### config.mk
export PLATFORM = sky130hd
export DESIGN_NAME = systolic_ctrl
export DESIGN_NICKNAME = d
export VERILOG_FILES = /design/src/rtl/systolic_ctrl.sv
export SDC_FILE = /design/constraint.sdc
export NUM_CORES = 1
export LEC_CHECK = 0
export BUFFER_PORTS_ARGS = -buffer_cell sky130_fd_sc_hd__buf_2
export CAP_MARGIN = 15
export CELL_PAD_IN_SITES_DETAIL_PLACEMENT = 0
export CELL_PAD_IN_SITES_GLOBAL_PLACEMENT = 2
export CORE_MARGIN = 2
export CORE_UTILIZATION = 32
export CTS_CLUSTER_SIZE = 25
export DETAILED_ROUTE_END_ITERATION = 6
export MAX_ROUTING_LAYER = met4
export PLACE_DENSITY_LB_ADDON = 0.1
export SYNTH_ARGS = -nofsm -noshare
export SYNTH_HDL_FRONTEND = slang
export SYNTH_SLANG_ARGS = --single-unit
### constraint.sdc
create_clock -name clk_i -period 3.2 [get_ports clk_i]
set_clock_uncertainty 0.05 [all_clocks]
set_input_delay 0.64 -clock clk_i [delete_from_list [all_inputs] [get_ports clk_i]]
set_output_delay 0.64 -clock clk_i [all_outputs]
set_load 0.01 [all_outputs]
### src/rtl/systolic_ctrl.sv
// systolic_ctrl: job sequencer for an M x N weight-stationary systolic array.
//
// A job optionally loads N weight columns, streams num_vec iact vectors into
// the array with a per-row skew, then waits for num_vec results to come back
// from the last array column before pulsing done.
//
// Ports
//   clk_i, rst_ni             clock, asynchronous active-low reset
//   start_i, num_vec_i        job request and vector count (sampled in idle)
//   reuse_w_i                 skip the weight load phase for this job
//   w_valid_i/w_ready_o       weight-column handshake, w_data_i[i] -> row i
//   in_valid_i/in_ready_o     iact-vector handshake, in_data_i unskewed
//   acc_valid_i               valid_out of array column N-1
//   ctrl_out_o                array ctrl (NOP=0, MAC=1)
//   iact_out_o                skewed iact, element i to array row i
//   wctrl_out_o, weights_out_o  weight-write enables and weight buses
//   busy_o, done_o            job active / one-cycle completion pulse

`ifndef B_WIDTH
`define B_WIDTH 8
`endif
`ifndef CTRL_WIDTH
`define CTRL_WIDTH 2
`endif

module systolic_ctrl #(
    parameter int unsigned M   = 2,
    parameter int unsigned N   = 2,
    parameter int unsigned B_W = `B_WIDTH,
    parameter int unsigned CW  = `CTRL_WIDTH,
    parameter int unsigned KW  = 16
) (
    input  logic                            clk_i,
    input  logic                            rst_ni,
    input  logic                            start_i,
    input  logic [KW-1:0]                   num_vec_i,
    input  logic                            reuse_w_i,
    input  logic                            w_valid_i,
    output logic                            w_ready_o,
    input  logic [M-1:0][B_W-1:0]           w_data_i,
    input  logic                            in_valid_i,
    output logic                            in_ready_o,
    input  logic [M-1:0][B_W-1:0]           in_data_i,
    input  logic                            acc_valid_i,
    output logic [CW-1:0]                   ctrl_out_o,
    output logic [M-1:0][B_W-1:0]           iact_out_o,
    output logic [N-1:0][M-1:0]             wctrl_out_o,
    output logic [N-1:0][M-1:0][B_W-1:0]    weights_out_o,
    output logic                            busy_o,
    output logic                            done_o
);

    localparam int unsigned ColW = (N > 1) ? $clog2(N) : 1;
    localparam logic [CW-1:0] CtrlNop = '0;
    localparam logic [CW-1:0] CtrlMac = CW'(1);

    typedef enum logic [2:0] {StIdle, StLoadW, StStream, StDrain, StDone} state_e;

    state_e                         state_q, state_d;
    logic [KW-1:0]                  num_vec_q, num_vec_d;
    logic [KW-1:0]                  vec_cnt_q, vec_cnt_d;
    logic [KW-1:0]                  res_cnt_q, res_cnt_d;
    logic [ColW-1:0]                col_q, col_d;
    logic [N-1:0][M-1:0]            wctrl_q;
    logic [N-1:0][M-1:0][B_W-1:0]   weights_q;
    logic [CW-1:0]                  ctrl_q;
    logic                           w_hs, in_hs, acc_hit;

    always_comb begin
        state_d   = state_q;
        num_vec_d = num_vec_q;
        vec_cnt_d = vec_cnt_q;
        res_cnt_d = res_cnt_q;
        col_d     = col_q;

        w_ready_o  = (state_q == StLoadW);
        in_ready_o = (state_q == StStream) && (vec_cnt_q < num_vec_q);
        w_hs       = w_ready_o && w_valid_i;
        in_hs      = in_ready_o && in_valid_i;
        // Results past num_vec are dropped so the counter cannot run away or wrap.
        acc_hit    = acc_valid_i && ((state_q == StStream) || (state_q == StDrain)) &&
                     (res_cnt_q != num_vec_q);

        if (in_hs)   vec_cnt_d = vec_cnt_q + KW'(1);
        if (acc_hit) res_cnt_d = res_cnt_q + KW'(1);

        case (state_q)
            StIdle: begin
                if (start_i) begin
                    num_vec_d = num_vec_i;
                    vec_cnt_d = '0;
                    res_cnt_d = '0;
                    col_d     = '0;
                    state_d   = reuse_w_i ? StStream : StLoadW;
                end
            end
            StLoadW: begin
                if (w_hs) begin
                    if (col_q == ColW'(N - 1)) state_d = StStream;
                    else                       col_d   = col_q + ColW'(1);
                end
            end
            StStream: if (vec_cnt_d == num_vec_q) state_d = StDrain;
            StDrain:  if (res_cnt_d == num_vec_q) state_d = StDone;
            StDone:   state_d = StIdle;
            default:  state_d = StIdle;
        endcase
    end

    always_ff @(posedge clk_i or negedge rst_ni) begin
        if (!rst_ni) begin
            state_q   <= StIdle;
            num_vec_q <= '0;
            vec_cnt_q <= '0;
            res_cnt_q <= '0;
            col_q     <= '0;
            wctrl_q   <= '0;
            weights_q <= '0;
            ctrl_q    <= CtrlNop;
        end else begin
            state_q   <= state_d;
            num_vec_q <= num_vec_d;
            vec_cnt_q <= vec_cnt_d;
            res_cnt_q <= res_cnt_d;
            col_q     <= col_d;
            // Write enables are single-cycle pulses; weights hold between loads.
            wctrl_q   <= '0;
            if (w_hs) begin
                wctrl_q[col_q]   <= '1;
                weights_q[col_q] <= w_data_i;
            end
            ctrl_q    <= in_hs ? CtrlMac : CtrlNop;
        end
    end

    // Row r delays its element by r+1 cycles; bubbles shift in as zero.
    for (genvar r = 0; r < M; r++) begin : g_skew
        logic [B_W-1:0] pipe_q [r+1];

        always_ff @(posedge clk_i or negedge rst_ni) begin
            if (!rst_ni) begin
                for (int k = 0; k <= r; k++) pipe_q[k] <= '0;
            end else begin
                pipe_q[0] <= in_hs ? in_data_i[r] : '0;
                for (int k = 1; k <= r; k++) pipe_q[k] <= pipe_q[k-1];
            end
        end

        assign iact_out_o[r] = pipe_q[r];
    end

    assign ctrl_out_o    = ctrl_q;
    assign wctrl_out_o   = wctrl_q;
    assign weights_out_o = weights_q;
    assign busy_o        = (state_q != StIdle);
    assign done_o        = (state_q == StDone);

endmodule

==> impl_metrics.yaml <==
cts:
  clkTransAtPathRegs_ns: 0.08
  cts_root_buffer: "clkbuf_16"
  numCtsBuffers: 9
  htreeDepth: 3
  cts_tree: "built"
  cts_num_sinks: 111
  insertion_delay_ns: 0.36
  cts.path.max_buffers: 2
route:
  wl_per_cell_um: 17.7
  routed_via_density: 4.97
  ant_nets: 0
  vias: 5255
  wl_um: 18700
  route.detailed.drc: 0
  first_pass_iters: 4
  drtIter0Drc: 323
worst_setup_path:
  crit_arrival_ns: 3.34
  regToRegStartpoint: "res_cnt_q[6]"
  path_class: "register to register"
  slowest_stage: "or4b_4"
  endpoint_kind: "register"
  cpPeakStageDelay_ns: 0.50
  cp_cell_sequence: "xnor2_4 > or4b_4 > nor4_4 > buf_4 > a211oi_4 > xor2_1 > a311o_1 > nor4_4 > a22o_2 > a31oi_1"
  path_common_cell: "nor4_4"
  reg2reg_to: "state_q[0]"
  required_ns: 3.39
  crit_family: "simple AND/OR/NAND/NOR gates"
  worstPathBufferInverterCount: 1
  worstRegToRegCells: 10
  cp_max_fo: 5
  start_kind: "register"
  ff2ff_setup_slack_ns: 0.05
synthesis:
  ys_seq_area_frac: 0.450
  ys.flop_type: "dfrtp_1"
  netlist_area_sq_um: 6170
  synth-seq-cells: 111
  synth_cell_types: 69
  synth_edf_count: 0
  ys.warnings.count: 0
  synth_cells: 601
  synth.avg_cell_area_sq_um: 10.3
  ys_async_sr_fraction: 1.00
  syn-num-nets: 673
timing:
  worstMarginPinSlew_ns: 0.705
  setup_viol: 0
  final.period_utilization: 0.985
  rsz0062_at_grt: "true"
  hold_viol_final: 0
  fin_crit_ns: 3.15
  slew_viol_final: 0
  fmax_mhz: 317
  relSlewSlack: 0.518
floorplan:
  core_area_sq_um: 18800
  dieArea_sq_um: 20400
  rows: 50
  die_y_um: 143
  pin_count: 113
  start_util: 0.327
  die_w_um: 143
power:
  internal_power_uw: 4210
  leakage_uw: 0.00381
  comb_power_share: 0.502
  seqPwrFrac: 0.309
  p_switching_uw: 2600
  p_per_area_nw_per_um2: 814
  ir_drop_v: 0.000296
  p_clk_frac: 0.189
  switching_share: 0.382
layout:
  fillers: 1873
  final_cell_mix: "buf_2 (110), dfrtp_1 (105), buf_4 (101)"
  syn_to_final_growth_pct: 35.8
  drive_gt1_frac: 0.402
  diodes: 0
  fin_area_sq_um: 8370
  final_nets: 866
  final_common_cell: "buf_2"
  instances_no_fill: 1058
placed_design:
  post-dp-hpwl_um: 14100
  place_congestion: 0.913
  dp.cells: 1017
  numPortBuffers: 111
  place_area_sq_um: 7530
grt:
  grt_antenna_before_repair: 0
  grt_pass1_vias: 5368
  grt_pass1_wl_um: 29000
  grt_max_degree: 63
  grt-ovfl-total: 0
  grt_usage: 0.190
status:
  outcome: "complete, no violations"
job:
  drv_cap: 0
hold_path:
  hp-class: "primary input to async pin"
==> worst max path at each step <==
stage / from / cells past startpoint / slack [ns] / end
global route: num_vec_q[10] / 12 / -0.11 / state_q[0]
CTS: res_cnt_q[6] / 12 / -0.007 / state_q[0]
global placement: res_cnt_q[6] / 12 / -0.19 / state_q[0]
floorplan: num_vec_q[11] / 11 / 0.09 / state_q[0]
detailed placement: num_vec_q[2] / 11 / -0.16 / state_q[0]
finish: res_cnt_q[6] / 10 / 0.05 / state_q[0]
==> state kept, by name (all words and copies together) (netlist names) <==
name,count
num_vec_q,16
g_skew.pipe_q,16
wctrl_out_o,2
ctrl_out_o,1
res_cnt_q,16
vec_cnt_q,16
col_q,1
state_q,3
iact_out_o,8
weights_out_o,32
==> routing by layer <==
metal  up-vias  global-route usage  wire length [um]
met5         -                   -                 0
met4         0              0.0584               201
met3        13              0.0265               738
met2        84               0.309              9370
met1      2636               0.248              8370
li1       2522                   -                 -
==> cell type report <==
type                    instances  area, sq um  area share
clock buffers                  11          233      0.0278
clock inverters                 4         95.1      0.0114
inverters                      25         93.8      0.0112
multi-input cells             427         3390       0.405
flip-flops and latches        111         2790       0.333
well taps                     260          325      0.0389
repair buffers                220         1450       0.173
==> Yosys cell counts (all sizes together), types with 4 or more instances <==
cell       n  area, sq um
dfrtp    111         2780
nor2      49          184
nand2     45          169
xnor2     45          402
mux2      32          360
inv       25         93.8
o21ai     22          110
and2      21          131
buf       21          133
nand3     21          105
clkbuf    17         65.1
ha        17          213
a21oi     15         78.8
nand4     15         93.8
a211oi    14          115
xor2      12          105
a2111oi    8         96.3
o211ai     8         60.1
and3       7         43.8
mux2i      7         70.1
nor4       7         58.8
and4       6         52.6
nor2b      6         45.0
nor3       6         30.0
or4        5         37.5
a211o      4         35.0
a21o       4         31.3
nand2b     4         25.0
nor3b      4         30.0
or3        4         25.0
==> metrics by stage <==
stage	setup WS (ns)	setup TNS (ns)	util	hold WS [ns]	total power (uW)
floorplan	0.0869	0	-	0.281	3830
global placement	-0.193	-0.543	0.400	0.282	5060
detailed placement	-0.162	-0.383	0.400	0.287	5090
CTS	-0.00732	-0.00732	0.424	0.0766	6560
global route	-0.115	-0.173	0.445	0.0853	7250
finish	0.0477	0	0.445	0.0793	6810
==> cell families after synthesis <==
kind of cell             after synthesis  share of synthesized area
AND/OR/NAND/NOR                      205                      0.176
flip-flops                           111                      0.450
AO/OA/AOI/OAI                        106                      0.132
buffers and inverters                 63                     0.0473
XOR/XNOR                              59                     0.0895
multiplexers                          39                     0.0698
adder cells (fa/ha/maj)               17                     0.0345
other                                  1                   0.000608
==> timing repair <==
item                       CTS  global route
pin swaps                    2            25
cloned                       0             0
hold buffers                 0             0
resized for setup           12            53
buffers inserted             7            21
setup endpoints to repair    4             4
==> power groups by stage <==
stage / clock network [uW] / logic, uW / registers, uW
after floorplan: 0 / 1610 / 2220
after global placement: 0 / 2940 / 2110
after detailed placement: 0 / 2950 / 2140
after CTS: 1340 / 3110 / 2110
after global routing: 1380 / 3710 / 2160
final: 1290 / 3420 / 2100
(Power assumes the default switching activity.)
